==> src/rtl/tmds_encoder_pipe_if.sv <==
// rtl/tmds_encoder_pipe_if.sv - pixel-side bundle for the multi-lane TMDS encoder
interface tmds_encoder_pipe_if #(
   parameter int NCH   = 3,
   parameter int CNT_W = 5
);
   logic                   ce;
   logic [1:0]             mode;
   logic [8*NCH-1:0]       vd;
   logic [2*NCH-1:0]       cd;
   logic [4*NCH-1:0]       terc4;
   logic [10*NCH-1:0]      tmds;
   logic [CNT_W*NCH-1:0]   disp;

   modport master (output ce, mode, vd, cd, terc4, input tmds, disp);
   modport slave  (input ce, mode, vd, cd, terc4, output tmds, disp);
endinterface

==> src/rtl/tmds_encoder_pipe.sv <==
// rtl/tmds_encoder_pipe.sv - 2-stage TMDS/TERC4/guard-band encoder, NCH independent lanes
module tmds_encoder_pipe #(
   parameter int NCH   = 3,
   parameter int CNT_W = 5
) (
   input  logic                  clk,
   input  logic                  rst_n,
   tmds_encoder_pipe_if.slave    bus
);
   localparam logic [1:0] MODE_CTRL  = 2'b00;
   localparam logic [1:0] MODE_VIDEO = 2'b01;
   localparam logic [1:0] MODE_TERC4 = 2'b10;
   localparam logic [1:0] MODE_GUARD = 2'b11;

   localparam logic [9:0] CTRL00  = 10'b1101010100;
   localparam logic [9:0] CTRL01  = 10'b0010101011;
   localparam logic [9:0] CTRL10  = 10'b0101010100;
   localparam logic [9:0] CTRL11  = 10'b1010101011;
   localparam logic [9:0] GB_ODD  = 10'b0100110011;
   localparam logic [9:0] GB_EVEN = 10'b1011001100;

   localparam logic signed [CNT_W-1:0] TWO   = CNT_W'(2);
   localparam logic signed [CNT_W-1:0] EIGHT = CNT_W'(8);
   localparam logic signed [CNT_W-1:0] ZERO  = '0;

   function automatic logic [9:0] terc4_code(input logic [3:0] n);
      case (n)
         4'h0: terc4_code = 10'b1010011100;
         4'h1: terc4_code = 10'b1001100011;
         4'h2: terc4_code = 10'b1011100100;
         4'h3: terc4_code = 10'b1011100010;
         4'h4: terc4_code = 10'b0101110001;
         4'h5: terc4_code = 10'b0100011110;
         4'h6: terc4_code = 10'b0110001110;
         4'h7: terc4_code = 10'b0100111100;
         4'h8: terc4_code = 10'b1011001100;
         4'h9: terc4_code = 10'b0100111001;
         4'hA: terc4_code = 10'b0110011100;
         4'hB: terc4_code = 10'b1011000110;
         4'hC: terc4_code = 10'b1010001110;
         4'hD: terc4_code = 10'b1001110001;
         4'hE: terc4_code = 10'b0101100011;
         default: terc4_code = 10'b1011000011;
      endcase
   endfunction

   // Mode is shared by all lanes, so one stage-1 copy drives every lane's stage 2.
   logic [1:0] s1_mode;

   always_ff @(posedge clk) begin
      if (!rst_n)
         s1_mode <= MODE_CTRL;
      else if (bus.ce)
         s1_mode <= bus.mode;
   end

   for (genvar i = 0; i < NCH; i++) begin : g_lane
      logic [7:0]              d;
      logic [3:0]              d_n1;
      logic                    use_xnor;
      logic [8:0]              qm_d;
      logic [9:0]              sym_d;
      logic [8:0]              s1_qm;
      logic [3:0]              s1_n1;
      logic [9:0]              s1_sym;
      logic [9:0]              s2_tmds;
      logic [9:0]              vid_d;
      logic signed [CNT_W-1:0] cnt;
      logic signed [CNT_W-1:0] cnt_d;
      logic signed [CNT_W-1:0] diff;

      assign d        = bus.vd[8*i +: 8];
      assign d_n1     = 4'($countones(d));
      assign use_xnor = (d_n1 > 4'd4) || (d_n1 == 4'd4 && !d[0]);

      always_comb begin
         qm_d    = '0;
         qm_d[0] = d[0];
         for (int k = 1; k < 8; k++)
            qm_d[k] = use_xnor ? ~(qm_d[k-1] ^ d[k]) : (qm_d[k-1] ^ d[k]);
         qm_d[8] = ~use_xnor;
      end

      // Non-video symbols are fully decided in stage 1; stage 2 just forwards them.
      always_comb begin
         sym_d = CTRL00;
         case (bus.mode)
            MODE_CTRL: begin
               case (bus.cd[2*i +: 2])
                  2'b00:   sym_d = CTRL00;
                  2'b01:   sym_d = CTRL01;
                  2'b10:   sym_d = CTRL10;
                  default: sym_d = CTRL11;
               endcase
            end
            MODE_TERC4: sym_d = terc4_code(bus.terc4[4*i +: 4]);
            MODE_GUARD: sym_d = (i % 3 == 1) ? GB_ODD : GB_EVEN;
            default:    sym_d = CTRL00;
         endcase
      end

      // diff = N1 - N0 = 2*N1 - 8 of the stage-1 q_m byte
      always_comb begin
         diff = CNT_W'({s1_n1, 1'b0}) - EIGHT;
         if (cnt == ZERO || s1_n1 == 4'd4) begin
            vid_d = {~s1_qm[8], s1_qm[8], s1_qm[8] ? s1_qm[7:0] : ~s1_qm[7:0]};
            cnt_d = s1_qm[8] ? cnt + diff : cnt - diff;
         end else if ((!cnt[CNT_W-1] && s1_n1 > 4'd4) || (cnt[CNT_W-1] && s1_n1 < 4'd4)) begin
            vid_d = {1'b1, s1_qm[8], ~s1_qm[7:0]};
            cnt_d = cnt + (s1_qm[8] ? TWO : ZERO) - diff;
         end else begin
            vid_d = {1'b0, s1_qm[8], s1_qm[7:0]};
            cnt_d = cnt + diff - (s1_qm[8] ? ZERO : TWO);
         end
      end

      always_ff @(posedge clk) begin
         if (!rst_n) begin
            s1_qm   <= '0;
            s1_n1   <= '0;
            s1_sym  <= CTRL00;
            s2_tmds <= CTRL00;
            cnt     <= '0;
         end else if (bus.ce) begin
            s1_qm  <= qm_d;
            s1_n1  <= 4'($countones(qm_d[7:0]));
            s1_sym <= sym_d;
            if (s1_mode == MODE_VIDEO) begin
               s2_tmds <= vid_d;
               cnt     <= cnt_d;
            end else begin
               s2_tmds <= s1_sym;
               cnt     <= '0;
            end
         end
      end

      assign bus.tmds[10*i +: 10]       = s2_tmds;
      assign bus.disp[CNT_W*i +: CNT_W] = cnt;
   end
endmodule

==> src/flat_wrapper.sv <==
// flat-port wrapper written by rule: the top's interface ports become plain ports
module tmds_encoder_pipe_flat 
#(
   parameter int NCH   = 3,
   parameter int CNT_W = 5
)
  (clk, rst_n, bus_ce, bus_mode, bus_vd, bus_cd, bus_terc4, bus_tmds, bus_disp);
  tmds_encoder_pipe_if #(.NCH(NCH), .CNT_W(CNT_W)) bus_i ();
  input  logic clk;
  input  logic rst_n;
  input wire logic [$bits(bus_i.ce)-1:0] bus_ce;
  input wire logic [$bits(bus_i.mode)-1:0] bus_mode;
  input wire logic [$bits(bus_i.vd)-1:0] bus_vd;
  input wire logic [$bits(bus_i.cd)-1:0] bus_cd;
  input wire logic [$bits(bus_i.terc4)-1:0] bus_terc4;
  output wire logic [$bits(bus_i.tmds)-1:0] bus_tmds;
  output wire logic [$bits(bus_i.disp)-1:0] bus_disp;
  assign bus_i.ce = bus_ce;
  assign bus_i.mode = bus_mode;
  assign bus_i.vd = bus_vd;
  assign bus_i.cd = bus_cd;
  assign bus_i.terc4 = bus_terc4;
  assign bus_tmds = bus_i.tmds;
  assign bus_disp = bus_i.disp;
  tmds_encoder_pipe #(.NCH(NCH), .CNT_W(CNT_W)) u_core (.clk(clk), .rst_n(rst_n), .bus(bus_i));
endmodule
==> config.mk <==
export PLATFORM = sky130hd
export DESIGN_NAME = tmds_encoder_pipe_flat
export DESIGN_NICKNAME = d
export VERILOG_FILES = /design/src/rtl/tmds_encoder_pipe_if.sv /design/src/rtl/tmds_encoder_pipe.sv /design/src/flat_wrapper.sv
export SDC_FILE = /design/constraint.sdc
export NUM_CORES = 1
export LEC_CHECK = 0
export CORE_MARGIN = 4
export CORE_UTILIZATION = 60
export CTS_BUF_LIST = sky130_fd_sc_hd__clkbuf_8
export DETAILED_ROUTE_END_ITERATION = 7
export MAX_ROUTING_LAYER = met4
export PLACE_DENSITY_LB_ADDON = 0.12
export SETUP_SLACK_MARGIN = 0.15
export SYNTH_ARGS = -nofsm -noshare
export SYNTH_HDL_FRONTEND = slang
export SYNTH_SLANG_ARGS = --single-unit
==> constraint.sdc <==
create_clock -name clk -period 6.4 [get_ports clk]
set_clock_uncertainty 0.1 [all_clocks]
set_input_delay 0.64 -clock clk [delete_from_list [all_inputs] [get_ports clk]]
set_output_delay 0.64 -clock clk [all_outputs]
set_load 0.005 [all_outputs]
* Yosys cells after proc, flatten, opt, wreduce, memory -nomap -nowiden
Memory sizes are Yosys's and may differ from the RTL's.
Cells that the tools add are included.
** Storage, ports and cells
- Register bits after elaboration :: 116
- Memory bits (read-only) :: 480
- Input bits :: 47
- Logic and storage cells :: 242
- Memories kept :: 3
** Operators by class
- Add/sub/neg operators :: 60
- Order comparisons :: 9
- Equal/unequal tests :: 15
- Mux-type cells :: 57
- Bitwise gates (word level) :: 51
- Reductions and logical operators :: 31
** Memory list
- (name not given) :: depth 16, width 10, rd ports 1, clocked after Yosys merged registers in 0, wr ports 0, RTL line tmds_encoder_pipe.sv:27 : case (n)
- (name not given) :: depth 16, width 10, rd ports 1, clocked after Yosys merged registers in 0, wr ports 0, RTL line tmds_encoder_pipe.sv:27
- (name not given) :: depth 16, width 10, rd ports 1, clocked after Yosys merged registers in 0, wr ports 0, RTL line tmds_encoder_pipe.sv:27
** Operators by type and width (count)
- one-hot mux 10 bit (3 select lines) :: 6
- 2-to-1 mux 10 bit :: 9
- adder 4 bit :: 18
- 2-to-1 mux 5 bit :: 12
- adder 1 x 1 -> 2 bit :: 24
- subtractor 5 bit :: 9
- adder 5 bit :: 6
- NOT 1 bit :: 27
- equality test 4 x 3 -> 1 bit, second input constant :: 6
- > comparator 4 x 3 -> 1 bit, second input constant :: 6
- 2-to-1 mux 8 bit :: 3
- NOT 8 bit :: 3
- 2-to-1 mux 1 bit :: 21
- XOR 1 bit :: 21
- zero test 5 bit :: 3
- subtractor 5 x 4 -> 5 bit, second input constant :: 3
- less-than comparator 4 x 3 -> 1 bit, second input constant :: 3
- 2-to-1 mux 2 bit :: 6
- equality test 2 bit, second input constant :: 5
- logical AND 1 bit :: 9
- logical OR 1 bit :: 9
- equality test 2 x 1 -> 1 bit, second input constant :: 4
- zero test 2 bit :: 4
- zero test 1 bit :: 6

* Logic depth before layout (Yosys ltp)
- Depth after elaboration :: 28
- Mapped depth :: 18
- Mapped depth without buffers :: 18

* Least setup slack after synthesis
OpenSTA, ideal clock, no wires.
- Path kind :: input port to flip-flop
- Start point :: in bus_vd[14]
- End point :: reg u_core.g_lane[1].s1_n1[2]
- Library setup time :: 128 ps
- Arrival :: 5055 ps
- Data required time :: 6172 ps
- Path slack :: 1117 ps
- Cell stages on the path :: 16
- Path buffers :: 0
- Cells stage by stage :: ha_1 -> fa_1 -> fa_1 -> ha_1 -> inv_1 -> fa_1 -> o21ai_2 -> xor2_1 -> or2_2 -> fa_1 -> inv_1 -> fa_1 -> ha_1 -> fa_1 -> mux2i_1 -> nor2_1
** On the way
- Cells in the longest elaborated chain, start to end :: 28
** RTL lines
- start: declaration :: RTL line flat_wrapper.sv:13 : input wire logic [$bits(bus_i.vd)-1:0] bus_vd;
- branches (longest 27 deep; another with adder 4 bit)
- adder 4 bit (not written as such) * :: RTL line tmds_encoder_pipe.sv:126 : s1_n1 <= 4'($countones(qm_d[7:0]));
- end signal: assignment :: RTL line tmds_encoder_pipe.sv:126
- end: declaration :: RTL line tmds_encoder_pipe.sv:64 : logic [3:0] s1_n1;
Every way passes the cells marked *.
A chain may end at the register's enable or synchronous reset.

* Worst setup path after layout
- Start point :: in bus_vd[15]
- End point :: reg u_core.g_lane[1].s1_n1[2]
Same word-level chain as after synthesis.

==> impl_metrics.py <==
metrics = {
    "timing": {
        "drv_slew": 0,
        "setup_viol_count_final": 0,
        "fin_tns_setup_ns": 0,
        "hold_viol": 0,
        "worst_slack_ns": 0.7201,
        "slew_headroom_pct": 31.81,
        "holdWs_ns": 0.3688,
        "period_share_pct": 88.75,
        "tightest_slew_ns": 1.021,
        "period_needed_ns": 5.680,
        "rsz0062_at_grt": "false",
        "fmax_mhz": 176.1,
    },
    "grt": {
        "grt_pass1_vias": 7200,
        "gr-usage-all-layers_pct": 27.59,
        "grt_max_degree": 68,
        "grt_pass1_wl_um": 35550,
        "grt-ovfl-total": 0,
        "antenna_found_initial": 0,
    },
    "power_and_ir_drop": {
        "switchingPower_mw": 1.299,
        "clkPwrFrac_pct": 21.4,
        "p_leak_nw": 4.310,
        "p_comb_share_pct": 50.7,
        "vdd_ir_drop_max_uv": 205.7,
        "p_sw_share_pct": 40.16,
        "finalPower_mw": 3.233,
        "power_frac_seq_pct": 27.9,
        "intPower_mw": 1.935,
        "power_density_mw_per_mm2": 321.1,
    },
    "synthesis": {
        "synth_top_area_cell": "dfxtp_1",
        "yosys_register_bits": 113,
        "synth.cell_area_mm2": 0.008746,
        "synth-edff-count": 0,
        "ys_seq_area_share_pct": 25.87,
        "synth_cell_types": 67,
        "synth_top_cell_area_share_pct": 25.87,
        "syn_inst": 1001,
        "yosys_warnings": 0,
        "synth.avg_cell_area_um2": 8.737,
        "synthFlopType": "dfxtp_1",
        "synthTopCellsByArea": "dfxtp_1 (26%), ha_1 (14%), fa_1 (8.2%), xnor2_1 (5.4%), o21ai_0 (4.6%)",
        "async_reset_ff_share_pct": 0,
    },
    "clock_tree": {
        "cts_sinks": 113,
        "cts_resized": 0,
        "cts_buffers": 17,
        "insertion_delay_ns": 0.46,
        "clock-root-buffer": "clkbuf_8",
        "cts_tree": "built",
        "max-clock-path-buffers": 2,
        "clkTransAtPathRegs_ns": 0.07,
        "postCtsHoldBufs": 0,
        "h-tree-depth": 4,
        "cts_setup_buffers": 0,
    },
    "cells_and_area": {
        "stdcell_count": 1254,
        "fin_util_pct": 71.44,
        "nets": 1241,
        "antennaDiodeCount": 0,
        "fin_area_mm2": 0.01007,
        "layout_commonest_cell": "dfxtp_1",
        "syn2layout_area_growth_pct": 15.14,
        "final_cell_mix": "dfxtp_1 (113), ha_1 (97), clkdlybuf4s50_1 (86), o21ai_0 (80), inv_1 (76)",
        "drive_above_1_share_pct": 6.611,
    },
    "setup_path": {
        "regToRegSetupSlack_ns": 3.86,
        "crit_arrival_ns": 5.92,
        "cp-start-kind": "input pin",
        "crit_path_end_kind": "flop",
        "rr_startpoint": "u_core.g_lane[1].s1_qm[8]$_SDFFE_PN0P_",
        "path_max_fanout": 7,
        "r2r-end": "u_core.g_lane[1].cnt[2]$_SDFFE_PN0P_",
        "crit_type": "input pin to flop",
        "rr_worst_depth": 6,
        "cp.required_ns": 6.64,
    },
    "place": {
        "dp_hpwl_um": 15930,
        "place_area_mm2": 0.009668,
        "dp_cells": 1222,
        "place_congestion": 0.9890,
        "dp_slack_ns": 0.1893,
        "io_buffers": 88,
    },
    "routing": {
        "ant_nets": 0,
        "vias": 7354,
        "dr.max_layer_used": "met4",
        "dr.pass1.iters": 5,
        "wl_um": 21530,
        "wl_met2_um": 9921,
        "m1WireLength_um": 9772,
        "wl_met3_um": 1336,
        "via_per_inst": 5.864,
        "routedWlPerCell_um": 17.17,
        "drt-initial-drc-count": 505,
        "drc": 0,
    },
    "floorplanning": {
        "core-area_mm2": 0.01410,
        "pin_count": 92,
        "die_y_um": 128.7,
        "start_util_pct": 62.05,
        "rows": 43,
        "chipWidth_um": 128.7,
        "dieArea_mm2": 0.01657,
    },
    "hold_path": {
        "worstHoldEndpoint": "u_core.g_lane[1].s1_sym[6]$_SDFFE_PN1P_",
        "hold_start": "u_core.g_lane[1].s1_sym[6]$_SDFFE_PN1P_",
        "hold_class": "flop to flop",
        "hold_depth": 2,
    },
    "job": {
        "maxCapViolCount": 0,
    },
    "run_status": {
        "status": "finished clean",
    },
}
-- power by group through the flow --
stage	registers, mW	logic, mW	clock network, mW
6_report	0.901	1.64	0.693
5_1_grt	0.913	1.85	0.730
4_1_cts	0.900	1.64	0.697
3_5_place_dp	0.915	1.62	0
3_3_place_gp	0.913	1.56	0
2_1_floorplan	0.882	1.25	0
-- state kept, by name, summed over array words and instances, names as in the netlist --
name	count
u_core.g_lane.cnt	12
u_core.g_lane.s1_sym	30
u_core.s1_mode	2
u_core.g_lane.s1_n1	12
u_core.g_lane.s2_tmds	30
u_core.g_lane.s1_qm	27
-- how the worst max path moves through the flow --
stage | to | depth (start not counted) | startpoint
global placement | u_core.g_lane[1].s1_n1[2]$_SDFFE_PN0P_ | 19 | bus_vd[13]
CTS | u_core.g_lane[1].s1_n1[2]$_SDFFE_PN0P_ | 19 | bus_vd[15]
global route | u_core.g_lane[1].s1_n1[2]$_SDFFE_PN0P_ | 19 | bus_vd[15]
floorplan | u_core.g_lane[1].s1_n1[2]$_SDFFE_PN0P_ | 16 | bus_vd[14]
detailed placement | u_core.g_lane[1].s1_n1[2]$_SDFFE_PN0P_ | 19 | bus_vd[15]
finish | u_core.g_lane[1].s1_n1[2]$_SDFFE_PN0P_ | 19 | bus_vd[15]
-- worst max-delay path, cell delays in order --
cell and delay, ns:
clkdlybuf4s50_1 0.52, ha_1 0.35, inv_1 0.06, fa_1 0.42, inv_1 0.08, fa_1 0.42
ha_1 0.21, inv_1 0.07, fa_1 0.42, o21ai_2 0.34, xor2_1 0.18, or2_2 0.31
fa_1 0.48, inv_1 0.05, fa_1 0.48, ha_1 0.24, fa_1 0.44, mux2i_1 0.15
nor2_1 0.06
-- cell families (layout without fill, tap and decap cells) --
| group | Yosys count | in the layout | share of synthesized area [%] |
|---|---|---|---|
| AO/OA/AOI/OAI | 266 | 266 | 19.57 |
| AND/OR/NAND/NOR | 227 | 227 | 12.45 |
| buffers and inverters | 135 | 206 | 6.166 |
| adder cells (fa/ha/maj) | 133 | 133 | 22.12 |
| flip-flops | 113 | 113 | 25.87 |
| XOR/XNOR | 88 | 88 | 9.328 |
| multiplexers | 38 | 38 | 4.463 |
| other | 1 | 3 | 0.04288 |
-- Yosys cell counts, drive strengths merged (13+ instances only) --
master / number
a22oi: 15
a31oi: 14
nor2: 74
nor2b: 19
xnor2: 60
o21ai: 97
ha: 97
buf: 13
a211oi: 17
nand2: 67
inv: 76
fa: 36
a21oi: 48
mux2i: 33
xor2: 28
clkbuf: 44
dfxtp: 113
-- layout make-up --
| type | instances | area, µm² |
|---|---|---|
| multi-input combinational | 755 | 5954 |
| inverter | 78 | 292.8 |
| clock buffer | 17 | 234.0 |
| timing repair buffer | 96 | 933.4 |
| tap | 180 | 225.2 |
| fill | 1127 | 4026 |
| sequential | 113 | 2262 |
| clock inverter | 15 | 167.7 |
-- layer usage --
metal | up-vias | track usage [%]
met2 | 243 | 42.84
met4 | 0 | 8.956
met1 | 3470 | 35.99
li1 | 3599 | -
met3 | 42 | 5.936
met5 | - | -
Power figures use the tool's default switching activity.
